<file path="src/rtl/instr_register_pkg.sv">
// ----------------------------------------------------------------------------
// instr_register_pkg
// Shared types for the instruction register and its write-side arbiter:
//   DEPTH         - number of instruction register slots (32)
//   opcode_t      - 4-bit instruction opcode
//   operand_t     - 32-bit signed operand
//   address_t     - slot index, wide enough for DEPTH
//   instruction_t - one register entry (opcode + two operands)
//   arb_state_t   - ownership FSM states of instr_write_arbiter
//   next_ptr()    - slot pointer increment with wrap at DEPTH-1
// ----------------------------------------------------------------------------
package instr_register_pkg;

    localparam int DEPTH = 32;

    typedef enum logic [3:0] {
        ZERO  = 4'd0,
        PASSA = 4'd1,
        PASSB = 4'd2,
        ADD   = 4'd3,
        SUB   = 4'd4,
        MULT  = 4'd5,
        DIV   = 4'd6,
        MOD   = 4'd7
    } opcode_t;

    typedef logic signed [31:0] operand_t;

    typedef logic [$clog2(DEPTH)-1:0] address_t;

    typedef struct packed {
        opcode_t  opc;
        operand_t op_a;
        operand_t op_b;
    } instruction_t;

    typedef enum logic [1:0] {
        IDLE = 2'd0,
        OWN0 = 2'd1,
        OWN1 = 2'd2
    } arb_state_t;

    // Explicit wrap so the pointer stays correct should DEPTH stop being a
    // power of two.
    function automatic address_t next_ptr(input address_t p);
        return (p == address_t'(DEPTH - 1)) ? '0 : p + 1'b1;
    endfunction

endpackage : instr_register_pkg

</file>
<file path="src/rtl/instr_write_arbiter_if.sv">
// ----------------------------------------------------------------------------
// instr_write_arbiter_if
// Bundles the two requester handshakes and the instruction register write
// bus of instr_write_arbiter.
//   req0_* / req1_*      - valid, opcode, operand_a, operand_b, ready
//   load_en              - one-cycle write strobe to the instruction register
//   write_index          - target slot of the write
//   opcode/operand_a/_b  - write data
// Modports:
//   slave  - the arbiter: takes requests, returns ready, drives the write bus
//   master - the environment: issues requests, observes ready and write bus
// ----------------------------------------------------------------------------
interface instr_write_arbiter_if;
    import instr_register_pkg::*;

    logic     req0_valid;
    opcode_t  req0_opcode;
    operand_t req0_operand_a;
    operand_t req0_operand_b;
    logic     req0_ready;

    logic     req1_valid;
    opcode_t  req1_opcode;
    operand_t req1_operand_a;
    operand_t req1_operand_b;
    logic     req1_ready;

    logic     load_en;
    address_t write_index;
    opcode_t  opcode;
    operand_t operand_a;
    operand_t operand_b;

    modport slave (
        input  req0_valid, req0_opcode, req0_operand_a, req0_operand_b,
        input  req1_valid, req1_opcode, req1_operand_a, req1_operand_b,
        output req0_ready, req1_ready,
        output load_en, write_index, opcode, operand_a, operand_b
    );

    modport master (
        output req0_valid, req0_opcode, req0_operand_a, req0_operand_b,
        output req1_valid, req1_opcode, req1_operand_a, req1_operand_b,
        input  req0_ready, req1_ready,
        input  load_en, write_index, opcode, operand_a, operand_b
    );

endinterface : instr_write_arbiter_if

</file>
<file path="src/rtl/instr_write_arbiter.sv">
// ----------------------------------------------------------------------------
// instr_write_arbiter
// Arbitrates two write requesters onto one instruction register write port.
// A three-state ownership FSM (IDLE/OWN0/OWN1) grants one requester at a
// time; the owner keeps the port for up to MAX_BURST consecutive writes while
// the other requester waits, then ownership passes over without a bubble.
// Ties from IDLE go to the requester not served last.
//
// Parameters:
//   MAX_BURST   - max consecutive accepted writes per owner while the other
//                 requester is waiting (default 4)
// Ports:
//   clk         - rising-edge clock
//   reset_en    - synchronous active-low reset
//   wr_ptr_clr  - returns the write pointer to slot 0 on the next edge
//   bus         - requester handshakes and register write bus (slave side)
//   last_grant  - index of the most recently granted requester
//   grant_cnt0/grant_cnt1 - saturating per-requester transfer counts,
//                 present only when IWA_STATS_EN is defined
//
// Timing: a transfer accepted at an edge appears on load_en/write_index/
// opcode/operands right after that edge (one-cycle latency). Write data holds
// its last value between transfers.
// ----------------------------------------------------------------------------
module instr_write_arbiter
    import instr_register_pkg::*;
#(
    parameter int unsigned MAX_BURST = 4
) (
    input  logic                  clk,
    input  logic                  reset_en,
    input  logic                  wr_ptr_clr,
    instr_write_arbiter_if.slave  bus,
    output logic                  last_grant
`ifdef IWA_STATS_EN
    ,
    output logic [15:0]           grant_cnt0,
    output logic [15:0]           grant_cnt1
`endif
);

    localparam int unsigned BURST_W = $clog2(MAX_BURST + 1);
    typedef logic [BURST_W-1:0] burst_t;

    arb_state_t   state;
    address_t     wr_ptr;
    burst_t       burst_cnt;
    logic         load_en_q;
    address_t     write_index_q;
    instruction_t data_q;

    instruction_t req0_instr;
    instruction_t req1_instr;
    logic         xfer0;
    logic         xfer1;
    logic         xfer;
    logic         burst_done;

    assign req0_instr = '{opc: bus.req0_opcode, op_a: bus.req0_operand_a,
                          op_b: bus.req0_operand_b};
    assign req1_instr = '{opc: bus.req1_opcode, op_a: bus.req1_operand_a,
                          op_b: bus.req1_operand_b};

    // Ready is a pure decode of the state register, so it is low in IDLE and
    // the IDLE-to-owner step always costs one bubble cycle.
    assign bus.req0_ready = (state == OWN0);
    assign bus.req1_ready = (state == OWN1);

    assign xfer0 = (state == OWN0) && bus.req0_valid;
    assign xfer1 = (state == OWN1) && bus.req1_valid;
    assign xfer  = xfer0 || xfer1;

    // True on the transfer that brings the owner's count up to MAX_BURST.
    assign burst_done = (burst_cnt == burst_t'(MAX_BURST - 1));

    assign bus.load_en     = load_en_q;
    assign bus.write_index = write_index_q;
    assign bus.opcode      = data_q.opc;
    assign bus.operand_a   = data_q.op_a;
    assign bus.operand_b   = data_q.op_b;

    // NOTE: reset is sampled on the clock edge only, so every register here
    // sits in the synchronous reset branch; there is no asynchronous path.
    always_ff @(posedge clk) begin
        if (!reset_en) begin
            state         <= IDLE;
            wr_ptr        <= '0;
            burst_cnt     <= '0;
            load_en_q     <= 1'b0;
            write_index_q <= '0;
            data_q        <= '{opc: ZERO, op_a: '0, op_b: '0};
            last_grant    <= 1'b1;
        end else begin
            // Strobe is recomputed every cycle, so it can never stretch.
            load_en_q <= xfer;

            if (xfer) begin
                write_index_q <= wr_ptr;
                data_q        <= xfer1 ? req1_instr : req0_instr;
            end

            // A clear coinciding with a transfer still lets that transfer use
            // the old pointer (captured above); only the pointer itself resets.
            if (wr_ptr_clr) begin
                wr_ptr <= '0;
            end else if (xfer) begin
                wr_ptr <= next_ptr(wr_ptr);
            end

            unique case (state)
                IDLE: begin
                    burst_cnt <= '0;
                    if (bus.req0_valid && bus.req1_valid) begin
                        if (last_grant) begin
                            state      <= OWN0;
                            last_grant <= 1'b0;
                        end else begin
                            state      <= OWN1;
                            last_grant <= 1'b1;
                        end
                    end else if (bus.req0_valid) begin
                        state      <= OWN0;
                        last_grant <= 1'b0;
                    end else if (bus.req1_valid) begin
                        state      <= OWN1;
                        last_grant <= 1'b1;
                    end
                end

                OWN0: begin
                    if (!bus.req0_valid) begin
                        burst_cnt <= '0;
                        if (bus.req1_valid) begin
                            state      <= OWN1;
                            last_grant <= 1'b1;
                        end else begin
                            state <= IDLE;
                        end
                    end else if (burst_done) begin
                        // Burst exhausted: hand over if anyone waits,
                        // otherwise keep ownership with a fresh count.
                        burst_cnt <= '0;
                        if (bus.req1_valid) begin
                            state      <= OWN1;
                            last_grant <= 1'b1;
                        end
                    end else begin
                        burst_cnt <= burst_cnt + 1'b1;
                    end
                end

                OWN1: begin
                    if (!bus.req1_valid) begin
                        burst_cnt <= '0;
                        if (bus.req0_valid) begin
                            state      <= OWN0;
                            last_grant <= 1'b0;
                        end else begin
                            state <= IDLE;
                        end
                    end else if (burst_done) begin
                        burst_cnt <= '0;
                        if (bus.req0_valid) begin
                            state      <= OWN0;
                            last_grant <= 1'b0;
                        end
                    end else begin
                        burst_cnt <= burst_cnt + 1'b1;
                    end
                end

                default: begin
                    state     <= IDLE;
                    burst_cnt <= '0;
                end
            endcase
        end
    end

`ifdef IWA_STATS_EN
    // Per-requester accepted-transfer counters, saturating at all-ones.
    always_ff @(posedge clk) begin
        if (!reset_en) begin
            grant_cnt0 <= '0;
            grant_cnt1 <= '0;
        end else begin
            if (xfer0 && (grant_cnt0 != 16'hFFFF)) begin
                grant_cnt0 <= grant_cnt0 + 16'd1;
            end
            if (xfer1 && (grant_cnt1 != 16'hFFFF)) begin
                grant_cnt1 <= grant_cnt1 + 16'd1;
            end
        end
    end
`endif

endmodule : instr_write_arbiter

</file>
<file path="src/flat_wrapper.sv">
// flat-port wrapper written by rule: the top's interface ports become plain ports
module instr_write_arbiter_flat import instr_register_pkg::*;
#(
    parameter int unsigned MAX_BURST = 4
)
  (clk, reset_en, wr_ptr_clr, last_grant, bus_req0_valid, bus_req0_opcode, bus_req0_operand_a, bus_req0_operand_b, bus_req1_valid, bus_req1_opcode, bus_req1_operand_a, bus_req1_operand_b, bus_req0_ready, bus_req1_ready, bus_load_en, bus_write_index, bus_opcode, bus_operand_a, bus_operand_b);
  instr_write_arbiter_if bus_i ();
  input  logic clk;
  input  logic reset_en;
  input  logic wr_ptr_clr;
  output logic last_grant;
  input wire logic [$bits(bus_i.req0_valid)-1:0] bus_req0_valid;
  input wire logic [$bits(bus_i.req0_opcode)-1:0] bus_req0_opcode;
  input wire logic [$bits(bus_i.req0_operand_a)-1:0] bus_req0_operand_a;
  input wire logic [$bits(bus_i.req0_operand_b)-1:0] bus_req0_operand_b;
  input wire logic [$bits(bus_i.req1_valid)-1:0] bus_req1_valid;
  input wire logic [$bits(bus_i.req1_opcode)-1:0] bus_req1_opcode;
  input wire logic [$bits(bus_i.req1_operand_a)-1:0] bus_req1_operand_a;
  input wire logic [$bits(bus_i.req1_operand_b)-1:0] bus_req1_operand_b;
  output wire logic [$bits(bus_i.req0_ready)-1:0] bus_req0_ready;
  output wire logic [$bits(bus_i.req1_ready)-1:0] bus_req1_ready;
  output wire logic [$bits(bus_i.load_en)-1:0] bus_load_en;
  output wire logic [$bits(bus_i.write_index)-1:0] bus_write_index;
  output wire logic [$bits(bus_i.opcode)-1:0] bus_opcode;
  output wire logic [$bits(bus_i.operand_a)-1:0] bus_operand_a;
  output wire logic [$bits(bus_i.operand_b)-1:0] bus_operand_b;
  assign bus_i.req0_valid = bus_req0_valid;
  assign bus_i.req0_opcode = bus_req0_opcode;
  assign bus_i.req0_operand_a = bus_req0_operand_a;
  assign bus_i.req0_operand_b = bus_req0_operand_b;
  assign bus_i.req1_valid = bus_req1_valid;
  assign bus_i.req1_opcode = bus_req1_opcode;
  assign bus_i.req1_operand_a = bus_req1_operand_a;
  assign bus_i.req1_operand_b = bus_req1_operand_b;
  assign bus_req0_ready = bus_i.req0_ready;
  assign bus_req1_ready = bus_i.req1_ready;
  assign bus_load_en = bus_i.load_en;
  assign bus_write_index = bus_i.write_index;
  assign bus_opcode = bus_i.opcode;
  assign bus_operand_a = bus_i.operand_a;
  assign bus_operand_b = bus_i.operand_b;
  instr_write_arbiter #(.MAX_BURST(MAX_BURST)) u_core (.clk(clk), .reset_en(reset_en), .wr_ptr_clr(wr_ptr_clr), .bus(bus_i), .last_grant(last_grant));
endmodule
</file>
<file path="config.mk">
export PLATFORM = sky130hd
export DESIGN_NAME = instr_write_arbiter_flat
export DESIGN_NICKNAME = d
export VERILOG_FILES = /design/src/rtl/instr_register_pkg.sv /design/src/rtl/instr_write_arbiter_if.sv /design/src/rtl/instr_write_arbiter.sv /design/src/flat_wrapper.sv
export SDC_FILE = /design/constraint.sdc
export NUM_CORES = 1
export LEC_CHECK = 0
export ABC_AREA = 1
export BUFFER_PORTS_ARGS = -buffer_cell sky130_fd_sc_hd__buf_2
export CAP_MARGIN = 0
export CORE_MARGIN = 1.5
export CORE_UTILIZATION = 25
export DETAILED_ROUTE_END_ITERATION = 8
export SYNTH_ARGS = -nofsm -noshare
export SYNTH_HDL_FRONTEND = slang
export SYNTH_SLANG_ARGS = --single-unit
</file>
<file path="constraint.sdc">
create_clock -name clk -period 2.3 [get_ports clk]
set_input_delay 0.115 -clock clk [delete_from_list [all_inputs] [get_ports clk]]
set_output_delay 0.115 -clock clk [all_outputs]
set_load 0.05 [all_outputs]
</file>
After elaboration in Yosys (flattened, before gate mapping)
Index checks and enable logic that the tools add are counted.
{"block": "word_totals", "out_inout_bits": 77, "regBits": 85, "romBits": 0, "elab_cells": 56, "latch_bits": 0, "memories": 0, "ram_bits": 0, "input_bits": 141}
{"block": "classes", "eq_ne": 7, "n_shift": 0, "bitwise_logic": 1, "n_mux": 28, "reduce_logical": 9, "order_cmp": 0, "div_mod_pow": 0, "multipliers": 0, "add_sub_neg": 2}
{"cell": "two-way mux 68 bit", "n": 1}
{"cell": "two-way mux 2 bit", "n": 10}
{"cell": "two-way mux 1 bit", "n": 10}
{"cell": "two-way mux 3 bit", "n": 3}
{"cell": "!= test 3 x 2 -> 1 bit (second input constant)", "n": 2}
{"cell": "one-hot mux 2 bit (3 select lines)", "n": 1}
{"cell": "one-hot mux 3 bit (2 select lines)", "n": 1}
{"cell": "AND reduction 3 bit", "n": 2}
{"cell": "adder 5 x 1 -> 5 bit (second input constant)", "n": 1}
{"cell": "== test 5 bit (second input constant)", "n": 1}
{"cell": "two-way mux 5 bit", "n": 1}
{"cell": "adder 3 x 1 -> 3 bit (second input constant)", "n": 1}
{"cell": "== test 3 x 2 -> 1 bit (second input constant)", "n": 1}
{"cell": "logical AND 1 bit", "n": 3}
{"cell": "!= test 3 bit (second input constant)", "n": 1}
{"cell": "one-hot mux 1 bit (3 select lines)", "n": 1}
{"cell": "nonzero test 3 bit", "n": 1}
{"cell": "== test 2 x 1 -> 1 bit (second input constant)", "n": 1}
{"cell": "== test 2 bit (second input constant)", "n": 1}
{"cell": "logical NOT 2 bit", "n": 1}
{"cell": "OR reduction 2 bit", "n": 1}
{"cell": "logical OR 1 bit", "n": 1}
{"cell": "NOT 1 bit", "n": 1}

Logic depth before layout (Yosys ltp)
{"block": "logic_depth", "word_depth": 4, "ltp_mapped": 9, "mapped_depth_nobuf": 9}

Worst setup path after synthesis
Ideal clock, no wire load.
{"block": "synth_path", "kind": "register to register", "from": "register u_core.state[0]", "to": "register u_core.data_q, in the netlist u_core.bus.operand_a[10]", "setup_ps": 74, "path_slack_ps": 536, "n_path_buf": 2, "arrival_time_ps": 1690, "stages_incl_launch_ff": 9, "t_required_ps": 2226, "period_less_slack_ps": 1764, "path_cell_list": "dfxtp_1 inv_1 ha_1 nand2_4 inv_2 buf_6 buf_4 nand2_1 a31oi_1"}
{"block": "synth_between", "elab_chain_cells": 3, "elab_cells_between_ends": 6, "classes_between": "2 x eq/ne; 1 x mux; 3 x reduce/logical"}
{"element": "start, declared", "line": "instr_write_arbiter.sv:45", "text": "arb_state_t state;"}
{"element": "start signal, assigned", "line": "instr_write_arbiter.sv:86", "text": "state <= IDLE;"}
{"element": "start signal, assigned", "line": "instr_write_arbiter.sv:115", "text": "state <= OWN0;"}
{"element": "start signal, assigned", "line": "instr_write_arbiter.sv:118", "text": "state <= OWN1;"}
{"element": "== test 2 bit (*)"}
{"element": "named net bus_req1_ready", "line": "flat_wrapper.sv:21", "text": "output wire logic [$bits(bus_i.req1_ready)-1:0] bus_req1_ready;"}
{"element": "logical AND 1 bit (*)", "line": "instr_write_arbiter.sv:70", "text": "assign xfer1 = (state == OWN1) && bus.req1_valid;"}
{"element": "two-way mux 68 bit or logical OR 1 bit (tied branches)", "line": "instr_write_arbiter.sv:99, instr_write_arbiter.sv:71"}
{"element": "end signal, assigned", "line": "instr_write_arbiter.sv:91", "text": "data_q <= '{opc: ZERO, op_a: '0, op_b: '0};"}
{"element": "end signal, assigned", "line": "instr_write_arbiter.sv:99", "text": "data_q <= xfer1 ? req1_instr : req0_instr;"}
{"element": "end, declared", "line": "instr_write_arbiter.sv:50", "text": "instruction_t data_q;"}
The timed path passes the listed nets; every way through them passes the cells marked *.
A chain may end at the register's enable or synchronous reset.

Final worst setup path
{"block": "layout_path", "from": "register u_core.state[1]", "to": "register u_core.write_index_q[0], in the netlist u_core.bus.write_index[0]"}
{"block": "layout_between", "elab_chain_cells": 3, "elab_cells_between_ends": 5, "classes_between": "2 x eq/ne; 3 x reduce/logical"}
{"element": "== test 2 x 1 -> 1 bit or == test 2 bit (tied branches)", "line": "instr_write_arbiter.sv:69, instr_write_arbiter.sv:70"}
{"element": "logical AND 1 bit (on tied branches)", "line": "instr_write_arbiter.sv:69, instr_write_arbiter.sv:70"}
{"element": "logical OR 1 bit (*)", "line": "instr_write_arbiter.sv:71", "text": "assign xfer = xfer0 || xfer1;"}
{"element": "end signal, assigned", "line": "instr_write_arbiter.sv:98", "text": "write_index_q <= wr_ptr;"}
{"element": "end, declared", "line": "instr_write_arbiter.sv:49", "text": "address_t write_index_q;"}
Every way passes the cells marked *; elsewhere a longest branch is shown, timed or not.

==> results.yml <==
synthesis:
  syn_nets: 639
  synth_edf_count: 0
  synth_area_sq_mm: 0.00379
  synthTopCellsByCount: "108 x nand2_1, 85 x dfxtp_1, 78 x o21ai_0"
  synth_seq_cells: 85
  synthTopCellsByArea: "dfxtp_1 45%, nand2_1 11%, o21ai_0 10%"
  synthArstFlopShare_pct: 0
  seq_area_frac_synth_pct: 44.8
  yosys.area.top_type: "dfxtp_1"
  syn_area_per_cell_sq_um: 7.73
  syn_inst: 491
  yosysWarningCount: 0
  netlist.area_leader.share_pct: 44.8
  yosysUniqueCellTypes: 28
  ys.flop_type: "dfxtp_1"
  synth_most_common_cell: "nand2_1"
die:
  die_h_um: 126
  ios: 218
  die_x_um: 126
  coreArea_sq_mm: 0.0147
  die_area_sq_mm: 0.0159
  initial_core_util_pct: 25.8
  rows: 44
detailed_routing:
  wirelength_um: 11700
  viasPerCell: 4.65
  drc_errors: 0
  antenna_left: 0
  drt_iter0_drc: 182
  drt_pass1_iterations: 4
  wl_per_cell_um: 13.3
  vias: 4088
worst_setup_path:
  criticalPathCategory: "reg2reg"
  crit_chain: "inv_1 > ha_1 > nand2_4 > nand2_8 > inv_2 > or2_1 > o211a_1"
  crit_required_ns: 2.58
  critPathMaxStageDelay_ns: 0.40
  cp_max_fo: 37
  path_buf_inv: 2
  start_kind: "flop"
  crit_arrival_ns: 2.22
  timing.critical_path.max_delay_family: "simple AND/OR/NAND/NOR gates"
  worstSetupEndpointType: "flop"
  cp_slowest_cell: "dfxtp_1"
power_and_ir_drop:
  leakage_nw: 2.60
  p_per_area_mw_per_mm2: 1070
  ir_worst_vdd_mv: 0.461
cells_and_area:
  num_antenna_cells: 0
  stdcell_count: 880
  syn2layout_area_growth_pct: 39.1
  post-route-util_pct: 35.9
  nets: 839
  drive_above_1_share_pct: 37.1
sta:
  finalCriticalPeriod_ns: 1.94
  drv_slew: 0
  fin_worst_skew_ns: 0.00575
  setup_viol: 0
  rsz0062_at_grt: "false"
  fmax_mhz: 515
  max-slew-margin-rel_pct: 70.4
  holdWs_ns: 0.0226
  finalSetupTns_ns: 0
  fin_crit_sh_pct: 84.4
  tightest_slew_ns: 0.443
  finalHoldViolations: 0
grt:
  grt-ovfl-total: 0
  antenna_found_initial: 0
  grt_pass1_wl_um: 18400
  grt_pass1_vias: 3792
  track_usage_pct: 14.4
  grt_max_degree: 64
flow_run:
  max_cap_violations: 0
placed_design:
  post-place-cells: 862
  dp_hpwl_um: 8030
  routabilityCongestion: 0.763
  io_buffers: 217
cts:
  clockBufferDepth: 2
  clkSinkCount: 85
  insertion_delay_ns: 0.34
  cts_root_buf: "clkbuf_16"
  cts_buffers: 9
  htreeDepth: 3
  clkTransAtPathRegs_ns: 0.06
  cts_tree: "done"
hold_path:
  hold_path_class: "in2reg"
status:
  status: "completed"
cell families after synthesis:
family                     count (synthesis)  synth area share (%)
and+or+nand+nor                          190                  21.3
AOI/OAI and AO/OA                        156                  24.4
DFF                                       85                  44.8
buffers and inverters                     53                  7.15
adders and majority gates                  7                  2.31
timing repair:
| action | CTS | global route |
|---|---|---|
| hold endpoints to repair | 2 | 0 |
| setup endpoints to repair | 0 | 0 |
| hold buffers | 2 | 0 |
| resized for setup | 0 | 0 |
| buffers inserted | 0 | 0 |
metal layers:
| metal | track usage (%) | up-vias | share of wire, % |
|---|---|---|---|
| met5 | 0 | - | 0 |
| met4 | 6.22 | 0 | 2.4 |
| met3 | 2.93 | 21 | 5.9 |
| met2 | 24.4 | 154 | 46 |
| met1 | 17.8 | 1832 | 45 |
| li1 | - | 2081 | - |
tightest hold or removal path: stages:
cell and delay, ns:
buf_2 0.10, nand2_1 0.05, a21oi_1 0.05
power breakdown:
part	switching [W]	total, W	internal, W	leakage, nW
sequential	0.000146	0.00191	0.00177	0.694
combinational	0.00172	0.00228	0.000561	1.77
clock	0.000577	0.00145	0.000868	0.143
cell type report:
cell class / count / area, sq um
tap: 184 / 230
fill: 1598 / 9420
clock buffer: 12 / 246
multi-input combinational: 353 / 1820
timing repair buffer: 226 / 1170
clock inverter: 4 / 47.5
sequential: 85 / 1700
inverter: 16 / 60.1
layout by cell type (no fill, tap or decap), drive strengths merged:
cell,n
buf,224
nand2,112
dfxtp,85
o21ai,78
nor2,51
a31oi,34
a21oi,24
nand3,20
o31ai,17
inv,16
clkbuf,12
ha,7
nor3,4
clkinv,2
dlygate4sd3,2
nand4,1
or2,1
a21boi,1
o211a,1
nor3b,1
o221ai,1
bufinv,1
clkinvlp,1
per-stage QoR:
step	cell area (sq um)	setup WS [ns]	power, W
final	5280	0.359	0.00564
after global routing	5280	0.149	0.00598
after CTS	5280	0.333	0.00573
after detailed placement	4960	0.346	0.00424
after global placement	4960	0.387	0.00423
after floorplan	3790	0.536	0.00367
final timing paths:
| path | startpoint | end | slack (ns) | depth (start not counted) |
|---|---|---|---|---|
| worst min-delay path | bus_req1_operand_b[3] | u_core.bus.operand_b[3] | 0.02 | 3 |
| worst min register to register | u_core.burst_cnt[0] | u_core.burst_cnt[0] | 0.44 | 1 |
| worst max register to register | u_core.state[1] | u_core.bus.write_index[0] | 0.36 | 7 |
| worst max-delay path | u_core.state[1] | u_core.bus.write_index[0] | 0.36 | 7 |
sequential cells by signal, summed over array words and instances (netlist names):
signal and count:
u_core.burst_cnt 3, u_core.bus.load_en 1, u_core.bus.opcode 4, u_core.bus.operand_a 32
u_core.bus.operand_b 32, u_core.bus.write_index 5, u_core.last_grant 1, u_core.state 2
u_core.wr_ptr 5
Note: power is estimated with default switching activity, not from simulation.
